==> config.mk <==
export PLATFORM = sky130hd
export DESIGN_NAME = fetch_sequencer
export DESIGN_NICKNAME = d
export VERILOG_FILES = /design/src/rtl/fetch_pkg.sv /design/src/rtl/fetch_sequencer_branch_decide.sv /design/src/rtl/fetch_sequencer.sv
export SDC_FILE = /design/constraint.sdc
export NUM_CORES = 1
export LEC_CHECK = 0
export CAP_MARGIN = 25
export CORE_ASPECT_RATIO = 0.6
export CORE_MARGIN = 5
export CORE_UTILIZATION = 48
export CTS_CLUSTER_DIAMETER = 60
export CTS_CLUSTER_SIZE = 30
export DETAILED_ROUTE_END_ITERATION = 6
export GPL_ROUTABILITY_DRIVEN = 0
export PLACE_DENSITY = 0.85
export SLEW_MARGIN = 20
export SYNTH_ARGS = -nofsm -noshare
export SYNTH_HDL_FRONTEND = slang
export SYNTH_SLANG_ARGS = --single-unit
==> constraint.sdc <==
create_clock -name Clock -period 2.75 [get_ports Clock]
set_input_delay 0.55 -clock Clock [delete_from_list [all_inputs] [get_ports Clock]]
set_output_delay 0.55 -clock Clock [all_outputs]
set_load 0.03 [all_outputs]
==> src/rtl/fetch_pkg.sv <==
// Shared opcodes, PC_select encodings and sequencer state encoding.
// Imported by the sequencer top and its branch decoder.
package fetch_pkg;

    localparam logic [5:0] OP_BEQ  = 6'h04;
    localparam logic [5:0] OP_BNE  = 6'h05;
    localparam logic [5:0] OP_J    = 6'h02;
    localparam logic [5:0] OP_JR   = 6'h08;
    localparam logic [5:0] OP_HALT = 6'h3F;

    localparam logic [1:0] SEL_RA  = 2'd0;
    localparam logic [1:0] SEL_INC = 2'd1;
    localparam logic [1:0] SEL_ABS = 2'd2;

    typedef enum logic [1:0] {
        ST_FETCH  = 2'd0,
        ST_EXEC   = 2'd1,
        ST_UPDATE = 2'd2,
        ST_HALT   = 2'd3
    } state_t;

    function automatic logic [5:0] opcode_of(input logic [31:0] instr);
        return instr[31:26];
    endfunction

endpackage

==> src/rtl/fetch_sequencer_branch_decide.sv <==
// Maps (opcode, zero flag) to next-PC source selection and a halt flag.
// Purely combinational; no latency, no flow control.
module branch_decide
    import fetch_pkg::*;
(
    input  logic [5:0] opcode,
    input  logic       zero,
    output logic [1:0] pc_select,
    output logic       inc_select,
    output logic       is_halt
);

    always_comb begin
        pc_select  = SEL_INC;
        inc_select = 1'b0;
        is_halt    = 1'b0;
        case (opcode)
            OP_BEQ:  inc_select = zero;
            OP_BNE:  inc_select = ~zero;
            OP_J:    pc_select  = SEL_ABS;
            OP_JR:   pc_select  = SEL_RA;
            OP_HALT: is_halt    = 1'b1;
            default: ;
        endcase
    end

endmodule

==> src/rtl/fetch_sequencer.sv <==
// Fetch/execute sequencer: holds IR, handshakes with the datapath, drives the PC generator.
// Instruction period MEM_LAT+2 cycles minimum; stalls in EXEC until Ex_done, HALT is sticky.
module fetch_sequencer
    import fetch_pkg::*;
#(
    parameter int MEM_LAT = 1,
    parameter int RET_W   = 16
) (
    input  logic             Clock,
    input  logic             Reset,
    input  logic [31:0]      Instr,
    input  logic             Ex_done,
    input  logic             Zero,
    output logic [31:0]      IR,
    output logic             IR_valid,
    output logic             Ex_start,
    output logic [1:0]       PC_select,
    output logic             INC_select,
    output logic             PC_enable,
    output logic             Halted,
    output logic [RET_W-1:0] Retired
);

    localparam logic [3:0] LAST_WAIT = 4'(MEM_LAT - 1);

    state_t             state, state_nxt;
    logic [3:0]         wait_cnt, wait_cnt_nxt;
    logic [31:0]        ir_nxt;
    logic               ir_valid_nxt, ex_start_nxt, inc_nxt, pc_en_nxt, halted_nxt;
    logic [1:0]         pc_sel_nxt;
    logic [RET_W-1:0]   retired_nxt;

    logic [5:0]         dec_opcode;
    logic [1:0]         dec_pc_select;
    logic               dec_inc_select;
    logic               dec_is_halt;

    // FETCH decodes the word arriving from memory (for HALT); EXEC decodes the held IR.
    assign dec_opcode = (state == ST_FETCH) ? opcode_of(Instr) : opcode_of(IR);

    branch_decide u_decide (
        .opcode     (dec_opcode),
        .zero       (Zero),
        .pc_select  (dec_pc_select),
        .inc_select (dec_inc_select),
        .is_halt    (dec_is_halt)
    );

    always_ff @(posedge Clock) begin
        if (Reset) begin
            state    <= ST_FETCH;
            wait_cnt <= 4'd0;
        end else begin
            state    <= state_nxt;
            wait_cnt <= wait_cnt_nxt;
        end
    end

    always_comb begin
        state_nxt    = state;
        wait_cnt_nxt = wait_cnt;
        ir_nxt       = IR;
        ir_valid_nxt = IR_valid;
        ex_start_nxt = 1'b0;
        pc_sel_nxt   = PC_select;
        inc_nxt      = INC_select;
        pc_en_nxt    = 1'b0;
        halted_nxt   = Halted;
        retired_nxt  = Retired;
        case (state)
            ST_FETCH: begin
                if (wait_cnt == LAST_WAIT) begin
                    ir_nxt       = Instr;
                    ir_valid_nxt = 1'b1;
                    wait_cnt_nxt = 4'd0;
                    if (dec_is_halt) begin
                        state_nxt  = ST_HALT;
                        halted_nxt = 1'b1;
                    end else begin
                        state_nxt    = ST_EXEC;
                        ex_start_nxt = 1'b1;
                    end
                end else begin
                    wait_cnt_nxt = wait_cnt + 4'd1;
                end
            end
            ST_EXEC: begin
                if (Ex_done) begin
                    pc_sel_nxt = dec_pc_select;
                    inc_nxt    = dec_inc_select;
                    pc_en_nxt  = 1'b1;
                    state_nxt  = ST_UPDATE;
                end
            end
            ST_UPDATE: begin
                retired_nxt  = Retired + 1'b1;
                wait_cnt_nxt = 4'd0;
                state_nxt    = ST_FETCH;
            end
            default: halted_nxt = 1'b1;
        endcase
    end

    // Every output is a flop so nothing combinational reaches the pins.
    always_ff @(posedge Clock) begin
        if (Reset) begin
            IR         <= 32'd0;
            IR_valid   <= 1'b0;
            Ex_start   <= 1'b0;
            PC_select  <= SEL_INC;
            INC_select <= 1'b0;
            PC_enable  <= 1'b0;
            Halted     <= 1'b0;
            Retired    <= '0;
        end else begin
            IR         <= ir_nxt;
            IR_valid   <= ir_valid_nxt;
            Ex_start   <= ex_start_nxt;
            PC_select  <= pc_sel_nxt;
            INC_select <= inc_nxt;
            PC_enable  <= pc_en_nxt;
            Halted     <= halted_nxt;
            Retired    <= retired_nxt;
        end
    end

endmodule

==> results of run 1 <==
==> worst max path at each step <==
stage / endpoint / slack (ns) / cells after the start
2_1_floorplan: Retired[10] / 1.05 / 6
3_3_place_gp: PC_select[1] / 0.73 / 5
3_5_place_dp: PC_select[1] / 0.63 / 5
4_1_cts: PC_select[1] / 0.68 / 6
5_1_grt: PC_select[1] / 0.56 / 6
6_report: PC_select[1] / 0.64 / 6
==> critical path: stages (launching register included) <==
cell and delay [ns]:
dfxtp_1 0.35, inv_1 0.10, ha_1 0.42, mux2i_1 0.44
or2b_1 0.27, or3_1 0.32, a21oi_1 0.14
==> cells in the final DEF (no fill, tap or decap), types with 3 or more instances in the layout <==
cell type / n
nand3b_1: 3
a211oi_1: 3
mux2i_1: 5
nand4_1: 7
dfxtp_1: 61
nor3_1: 8
nand2_1: 80
nor4_1: 3
clkbuf_8: 11
or3_1: 3
o21ai_0: 8
nor2_1: 18
buf_4: 4
nand3_1: 6
nand2b_1: 3
xnor2_1: 4
clkdlybuf4s50_1: 89
xor2_1: 7
a21oi_1: 38
ha_1: 7
inv_1: 7
==> layout make-up <==
class,instances,area [sq um]
Clock buffer,12,155
Sequential cell,61,1220
Timing Repair Buffer,94,926
Multi-Input combinational cell,226,1260
Tap cell,66,82.6
Clock inverter,2,10.0
Inverter,7,26.3
Fill cell,413,1470
==> per-layer routing <==
metal	vias to the layer above	global-route usage (%)	wire, microns
met5	-	0	0
met4	0	5.74	29
met3	5	13.6	914
met2	98	32.4	3010
met1	1131	23.9	2870
li1	1238	-	-
==> cells by family after synthesis <==
family / count (synthesis)
flops: 61
mux: 6
compound gates: 59
buf+inv: 26
xor+xnor: 11
fa+ha+maj: 7
simple gates: 143
==> registers in the layout (all words and copies together), names as in the netlist <==
signal and cells:
IR_valid 1, INC_select 1, PC_select 2, wait_cnt 4, state 2, PC_enable 1, Retired 16, IR 32
Ex_start 1, Halted 1
==> metrics by stage <==
| stage | total power (uW) | cell area (sq um) | hold slack, ns |
|---|---|---|---|
| final | 3470 | 3690 | 0.453 |
| after global routing | 3690 | 3690 | 0.474 |
| after CTS | 3500 | 3690 | 0.454 |
| after detailed placement | 2800 | 3520 | 0.446 |
| after global placement | 2760 | 3520 | 0.441 |
| after floorplan | 2250 | 2600 | 0.482 |
==> power breakdown <==
group | total (uW) | leakage [uW] | switching [uW] | internal, uW
Combinational | 1600 | 0.000803 | 986 | 613
Clock | 680 | 0.0000881 | 317 | 363
Sequential | 1190 | 0.000500 | 120 | 1070
Total | 3470 | 0.00139 | 1420 | 2040
==> flow_summary.ini, run 1 <==
[power_and_ir_drop]
p_per_area_nw_per_um2 = 941
power_leakage_uw = 0.00139
irDropWorstVdd_v = 0.000566

[floorplan]
core_sq_um = 5150
die_h_microns = 67.1
die_w_microns = 105
dieArea_sq_um = 7050
io_pins = 91
start_util_pct = 50.5
rows = 20

[yosys]
synth_commonest_cells = nand2_1 (80), dfxtp_1 (61), a21oi_1 (38), nor2_1 (18)
synth_top_family_by_area = simple AND/OR/NAND/NOR gates
synth_warnings = 0
yosys.area_share.simple_pct = 25.6
async_reset_ff_share_pct = 0
ys_types = 45
yosys.area_share.xor_xnor_pct = 3.70
synth_area_leaders = dfxtp_1 (47%), nand2_1 (12%), a21oi_1 (7.3%)
syn_inst = 313
synthAdderAreaFrac_pct = 3.36
synth.most_common_cell = nand2_1
synth-edff-count = 0
synth_area_sq_um = 2600
ys_ff_latch = 61
synth_top_area_share_pct = 46.9
synth_top_area_cell = dfxtp_1
syn_area_per_cell_sq_um = 8.32
synthFlopType = dfxtp_1
synth_nets = 356
synthMuxAreaShare_pct = 2.35
seq_area_frac_synth_pct = 46.9
synth_compound_area_share_pct = 13.6

[cts]
postCtsHoldBufs = 0
clock-sinks = 61
cts-root-buf = clkbuf_8
htreeDepth = 3
clockBufferDepth = 2
cts.clk_slew.worst_paths_ns = 0.06
cts_setup_buffers = 0
cts_tree = done
cts_buffers = 9
post_cts_resize_count = 0
worst_skew_pair.late_latency_ns = 0.34

[timing]
final-max-slew-violation-count = 0
fin_crit_ns = 2.11
layout_setup_ws_ns = 0.636
worst_slew_pin_slew_ns = 0.658
tns_ns = 0
finalSetupViolations = 0
skew_ns = 0.00774
hold_viol = 0
relSlewSlack_pct = 56.1
post-route-period-util_pct = 76.9
max_freq_mhz = 473
rsz0062_at_grt = no

[hold_path]
hold_path_end = IR[17]
hp-class = reg2reg
hp-start = IR[17]
min_path_cells = 2

[critical_path]
rr_worst_depth = 6
worstPathMaxFanout = 10
path_class = reg2reg
cp-startpoint = state[1]
worst_r2r_endpoint = PC_select[1]
worstPathRequired_ns = 3.02
reg2reg_slack_ns = 0.64
crit_arrival_ns = 2.38
cp-start-kind = flip-flop
r2r_start = state[1]
cp-end-kind = flip-flop

[layout]
diodes = 0
finish.utilization_pct = 71.5
final-instance-count-excl-fill = 468
final_nets = 442
layout-drive-gt1-share_pct = 6.22
syn_to_final_growth_pct = 41.6

[global_route]
grt.overflow.total = 0
grt_start_max_net_pins = 38
grtUsageTotal_pct = 20.9
grt_pass1_vias = 2398
grt_pass1_wl_mm = 11.5
antenna_found_initial = 0

[route]
drt_wl_total_mm = 6.82
via_per_inst = 5.28
drtAntennaViolNets = 0
wire_per_inst_microns = 14.6
first_pass_iters = 4
initialDrtViolationCount = 94
route.detailed.drc = 0
vias = 2472

[job]
cap_violations = 0

[place]
place_ws_ns = 0.632
dp_cells = 454
io_buffers = 90
dp_hpwl_mm = 4.94

[status]
outcome = completed
Power figures use the tool's default switching activity.
==> run 2: changes to the inputs <==
CORE_UTILIZATION = 40   (was 48)
PLACE_DENSITY = 0.76   (was 0.85)
clock period = 1.8 ns   (was 2.75 ns; I/O delays follow)
==> run 2 against run 1 <==
Net effect: design area increased by 6.1%; first-iteration DRC count decreased by 8.5%; sequential share of layout area decreased by 1.9 points; sequential power increased by 51%; critical path type unchanged; critical endpoint is now state[0].
==> flow_summary.ini, run 2 (synthesis results as in run 1) <==
[route]
wire_per_inst_microns = 13.6
drt_wl_total_mm = 6.81
vias = 2461
first_pass_iters = 4
initialDrtViolationCount = 86
via_per_inst = 4.90
drtAntennaViolNets = 0
route.detailed.drc = 0

[job]
cap_violations = 0

[cts]
cts_tree = done
worst_skew_pair.late_latency_ns = 0.33
htreeDepth = 3
cts.clk_slew.worst_paths_ns = 0.07
cts_buffers = 9
clock-sinks = 61
cts-root-buf = clkbuf_8
clockBufferDepth = 2

[timing]
rsz0062_at_grt = yes
post-route-period-util_pct = 98.5
final-max-slew-violation-count = 0
skew_ns = 0.0104
layout_setup_ws_ns = 0.0264
relSlewSlack_pct = 76.6
fin_crit_ns = 1.77
finalSetupViolations = 0
max_freq_mhz = 564
hold_viol = 0
worst_slew_pin_slew_ns = 0.342

[status]
outcome = completed

[place]
dp_hpwl_mm = 5.00
io_buffers = 90
placed_area_sq_um = 3670
place_ws_ns = -0.0139

[global_route]
grtUsageTotal_pct = 17.2
grt_start_max_net_pins = 34
grt_pass1_vias = 2389
grt.overflow.total = 0
grt_pass1_wl_mm = 11.3
antenna_found_initial = 0

[floorplan]
start_util_pct = 41.9
dieArea_sq_um = 8280
die_w_microns = 114
core_sq_um = 6220
io_pins = 91
rows = 22
die_h_microns = 72.5

[layout]
nFillCells = 561
layout_commonest_cell = nand2_1
syn_to_final_growth_pct = 50.2
largestRegisters = IR: 32 flops, Retired: 16 flops, wait_cnt: 4 flops
layout-drive-gt1-share_pct = 10.8
finish.utilization_pct = 62.9
final_nets = 456
final_cell_mix = nand2_1 (80), clkdlybuf4s50_1 (69), dfxtp_1 (60)
largest_reg_flops = 32
final_area_sq_um = 3910
diodes = 0
largest-register = IR

[power_and_ir_drop]
p_per_area_nw_per_um2 = 1490
irDropWorstVdd_v = 0.000762
power.total_uw = 5840
power_leakage_uw = 0.00162

[critical_path]
cp-start-kind = flip-flop
worstPathMaxFanout = 4
path_class = reg2reg
cp-end-kind = flip-flop
worst_r2r_endpoint = state[0]
crit_arrival_ns = 2.03
rr_worst_depth = 7
reg2reg_slack_ns = 0.03
r2r_start = wait_cnt[0]
worstPathRequired_ns = 2.06

[hold_path]
hp-class = in2reg
min_path_cells = 2
hold_path_end = Retired[6]
hp-start = Reset
## run 2: cell types whose count changed in the layout (fill, tap and decap cells not counted), moves of 2 or more
cell / previous run / this run
clkdlybuf4s50_1: 89 / 69
dlygate4sd2_1: 0 / 17
buf_4: 4 / 15
buf_12: 0 / 3
clkinvlp_4: 0 / 3
dlymetal6s2s_1: 0 / 3
bufinv_16: 0 / 2
clkinv_2: 2 / 0
## run 2: per-stage QoR
stage                     setup TNS (ns)  hold slack, ns  cells
after detailed placement         -0.0139           0.447    484
after CTS                              0           0.372    500
after global routing             -0.0861           0.392    502
after floorplan                        0           0.482    313
after global placement                 0           0.441    484
final                                  0           0.395    502
## run 2: worst max path at each step
stage | startpoint | endpoint | cells past startpoint
6_report | wait_cnt[0] | state[0] | 7
5_1_grt | wait_cnt[0] | state[1] | 6
4_1_cts | state[1] | state[1] | 7
3_5_place_dp | Instr[29] | state[1] | 6
3_3_place_gp | Instr[29] | state[1] | 6
2_1_floorplan | Retired[0] | Retired[10] | 6
## run 2: metal layers
layer,routed length [microns],vias to the layer above,GRT usage (%)
met5,0,-,0
met3,894,5,10.6
met1,3080,1116,20.7
li1,-,1257,-
met2,2780,83,25.4
met4,51,0,5.80
## run 2: critical path: stages (launching register included)
cell	delay, ns
dfxtp_2	0.35
inv_1	0.08
ha_1	0.16
or3b_4	0.41
a221oi_4	0.32
buf_4	0.16
nor2_1	0.04
a211oi_1	0.18
## run 2: power by group
group,total [uW],internal [uW],switching (uW)
clock,1400,855,546
sequential,1800,1630,165
combinational,2640,1120,1520
## run 2: area by class of cell
| class | count | area, sq um | share of cell area, % |
|---|---|---|---|
| clock buffer | 11 | 151 | 3.87 |
| clock inverter | 5 | 82.6 | 2.11 |
| inverter | 7 | 26.3 | 0.672 |
| multi-input combinational | 226 | 1270 | 32.4 |
| sequential | 61 | 1220 | 31.3 |
| tap | 84 | 105 | 2.69 |
| timing repair buffer | 108 | 1050 | 27.0 |
## run 2: timing repair
item / 4_1_cts / 5_1_grt
pin swaps: 0 / 2
hold buffers: 0 / 0
resized for setup: 17 / 6
endpoints found under the setup margin: 17 / 41
buffers inserted: 0 / 2
==> run 3: changes to the inputs <==
GPL_TIMING_DRIVEN = 0   (was not set)
==> run 3 against run 2 <==
Net effect: setup slack gained 0.031 ns; final cell count grew 0.80%; sequential cell count is the same; critical endpoint is now Retired[14]; critical path depth fell by 6.
==> flow_summary.ini, run 3 (synthesis results as in run 1) <==
[timing]
max_freq_mhz = 574
skew_ns = 0.00828
worst_slew_pin_slew_ns = 0.598
fin_crit_ns = 1.74
relSlewSlack_pct = 59.0
hold_viol = 0
finalSetupViolations = 0
rsz0062_at_grt = yes
final-max-slew-violation-count = 0
post-route-period-util_pct = 96.8

[global_route]
grt_pass1_wl_mm = 11.4
grt_start_max_net_pins = 12
antenna_found_initial = 0
grt_pass1_vias = 2403
grtUsageTotal_pct = 17.5
grt.overflow.total = 0

[layout]
final_area_sq_um = 3980
largest_reg_flops = 32
final_nets = 460
syn_to_final_growth_pct = 52.8
nFillCells = 556
largestRegisters = IR: 32 flops, Retired: 16 flops, wait_cnt: 4 flops
layout-drive-gt1-share_pct = 12.6
largest-register = IR
seq_area_sq_um = 1230
multi_input_area_sq_um = 1350
layout_commonest_cell = nand2_1
final_cell_mix = nand2_1 (80), clkdlybuf4s50_1 (67), dfxtp_1 (59)
diodes = 0

[route]
vias = 2485
initialDrtViolationCount = 77
first_pass_iters = 4
route.detailed.drc = 0
drtAntennaViolNets = 0
wire_per_inst_microns = 14.2
via_per_inst = 4.91
drt_wl_total_mm = 7.20

[hold_path]
hp-start = Reset
hold_path_end = PC_enable
hp-class = in2reg
min_path_cells = 2

[power_and_ir_drop]
irDropWorstVdd_v = 0.000811
power.total_uw = 6060
p_per_area_nw_per_um2 = 1520
power_leakage_uw = 0.00165

[critical_path]
r2r_start = state[1]
worst_r2r_endpoint = PC_select[1]
worstPathRequired_ns = 1.44
cp_cell_sequence = clkdlybuf4s50_1
crit_arrival_ns = 1.38
worstPathMaxFanout = 4
slowest_stage = clkdlybuf4s50_1
cp-end-kind = output port
path_delay_family = buffers and inverters
path_buf_inv = 1
path_class = reg2out
reg2reg_slack_ns = 0.06
rr_worst_depth = 7
cp-start-kind = flip-flop
critPathMaxStageDelay_ns = 0.68

[floorplan]
die_w_microns = 114
core_sq_um = 6220
die_h_microns = 72.5
io_pins = 91
start_util_pct = 41.9
rows = 22
dieArea_sq_um = 8280

[status]
outcome = completed

[cts]
clock-sinks = 61
htreeDepth = 3
clockBufferDepth = 2
cts_buffers = 9
cts_tree = done
worst_skew_pair.late_latency_ns = 0.33
cts-root-buf = clkbuf_8
postCtsHoldBufs = 0
cts.clk_slew.worst_paths_ns = 0.07

[place]
dp_hpwl_mm = 5.20
placed_area_sq_um = 3600
io_buffers = 89

[job]
cap_violations = 0
run 3: timing repair:
item                                    4_1_cts  5_1_grt
pin swaps                                     1        1
resized for setup                            24       33
endpoints found under the setup margin       39       42
buffers inserted                              0        4
run 3: final cells by class:
class / instances / share of cell area (%)
Clock inverter: 6 / 2.77
Timing Repair Buffer: 93 / 22.8
Clock buffer: 10 / 3.46
Sequential cell: 61 / 30.8
Multi-Input combinational cell: 226 / 33.9
Inverter: 7 / 0.660
Buffer: 19 / 2.92
Tap cell: 84 / 2.64
run 3: through the flow:
step / TNS [ns] / worst slack (ns) / util [%] / cells / hold WS (ns)
floorplan: 0 / 0.100 / - / 313 / 0.482
global placement: -0.150 / -0.129 / 57.9 / 486 / 0.441
detailed placement: -0.453 / -0.132 / 57.9 / 486 / 0.446
CTS: 0 / 0.0108 / 61.8 / 502 / 0.400
global route: -0.0357 / -0.0122 / 64.0 / 506 / 0.444
finish: 0 / 0.0574 / 64.0 / 506 / 0.410
run 3: power breakdown:
part	internal [uW]	switching (uW)	leakage, uW
Clock	955	551	0.000119
Sequential	1640	195	0.000501
Combinational	1130	1600	0.00103
run 3: worst max path at each step:
stage / start / endpoint / slack, ns / depth (start not counted)
floorplan: Retired[0] / Retired[10] / 0.10 / 6
global route: state[0] / Retired[10] / -0.01 / 8
CTS: Retired[6] / Retired[6] / 0.01 / 1
finish: Retired[14] / Retired[14] / 0.06 / 1
detailed placement: Instr[29] / PC_select[1] / -0.13 / 5
global placement: Instr[29] / PC_select[1] / -0.13 / 5
run 3: metal layers:
metal / vias to the layer above / routed length (microns) / global-route usage [%]
met5: - / 0 / 0
met4: 0 / 61 / 5.14
met3: 5 / 978 / 11.2
met2: 85 / 2960 / 25.0
met1: 1131 / 3200 / 21.8
li1: 1264 / - / -
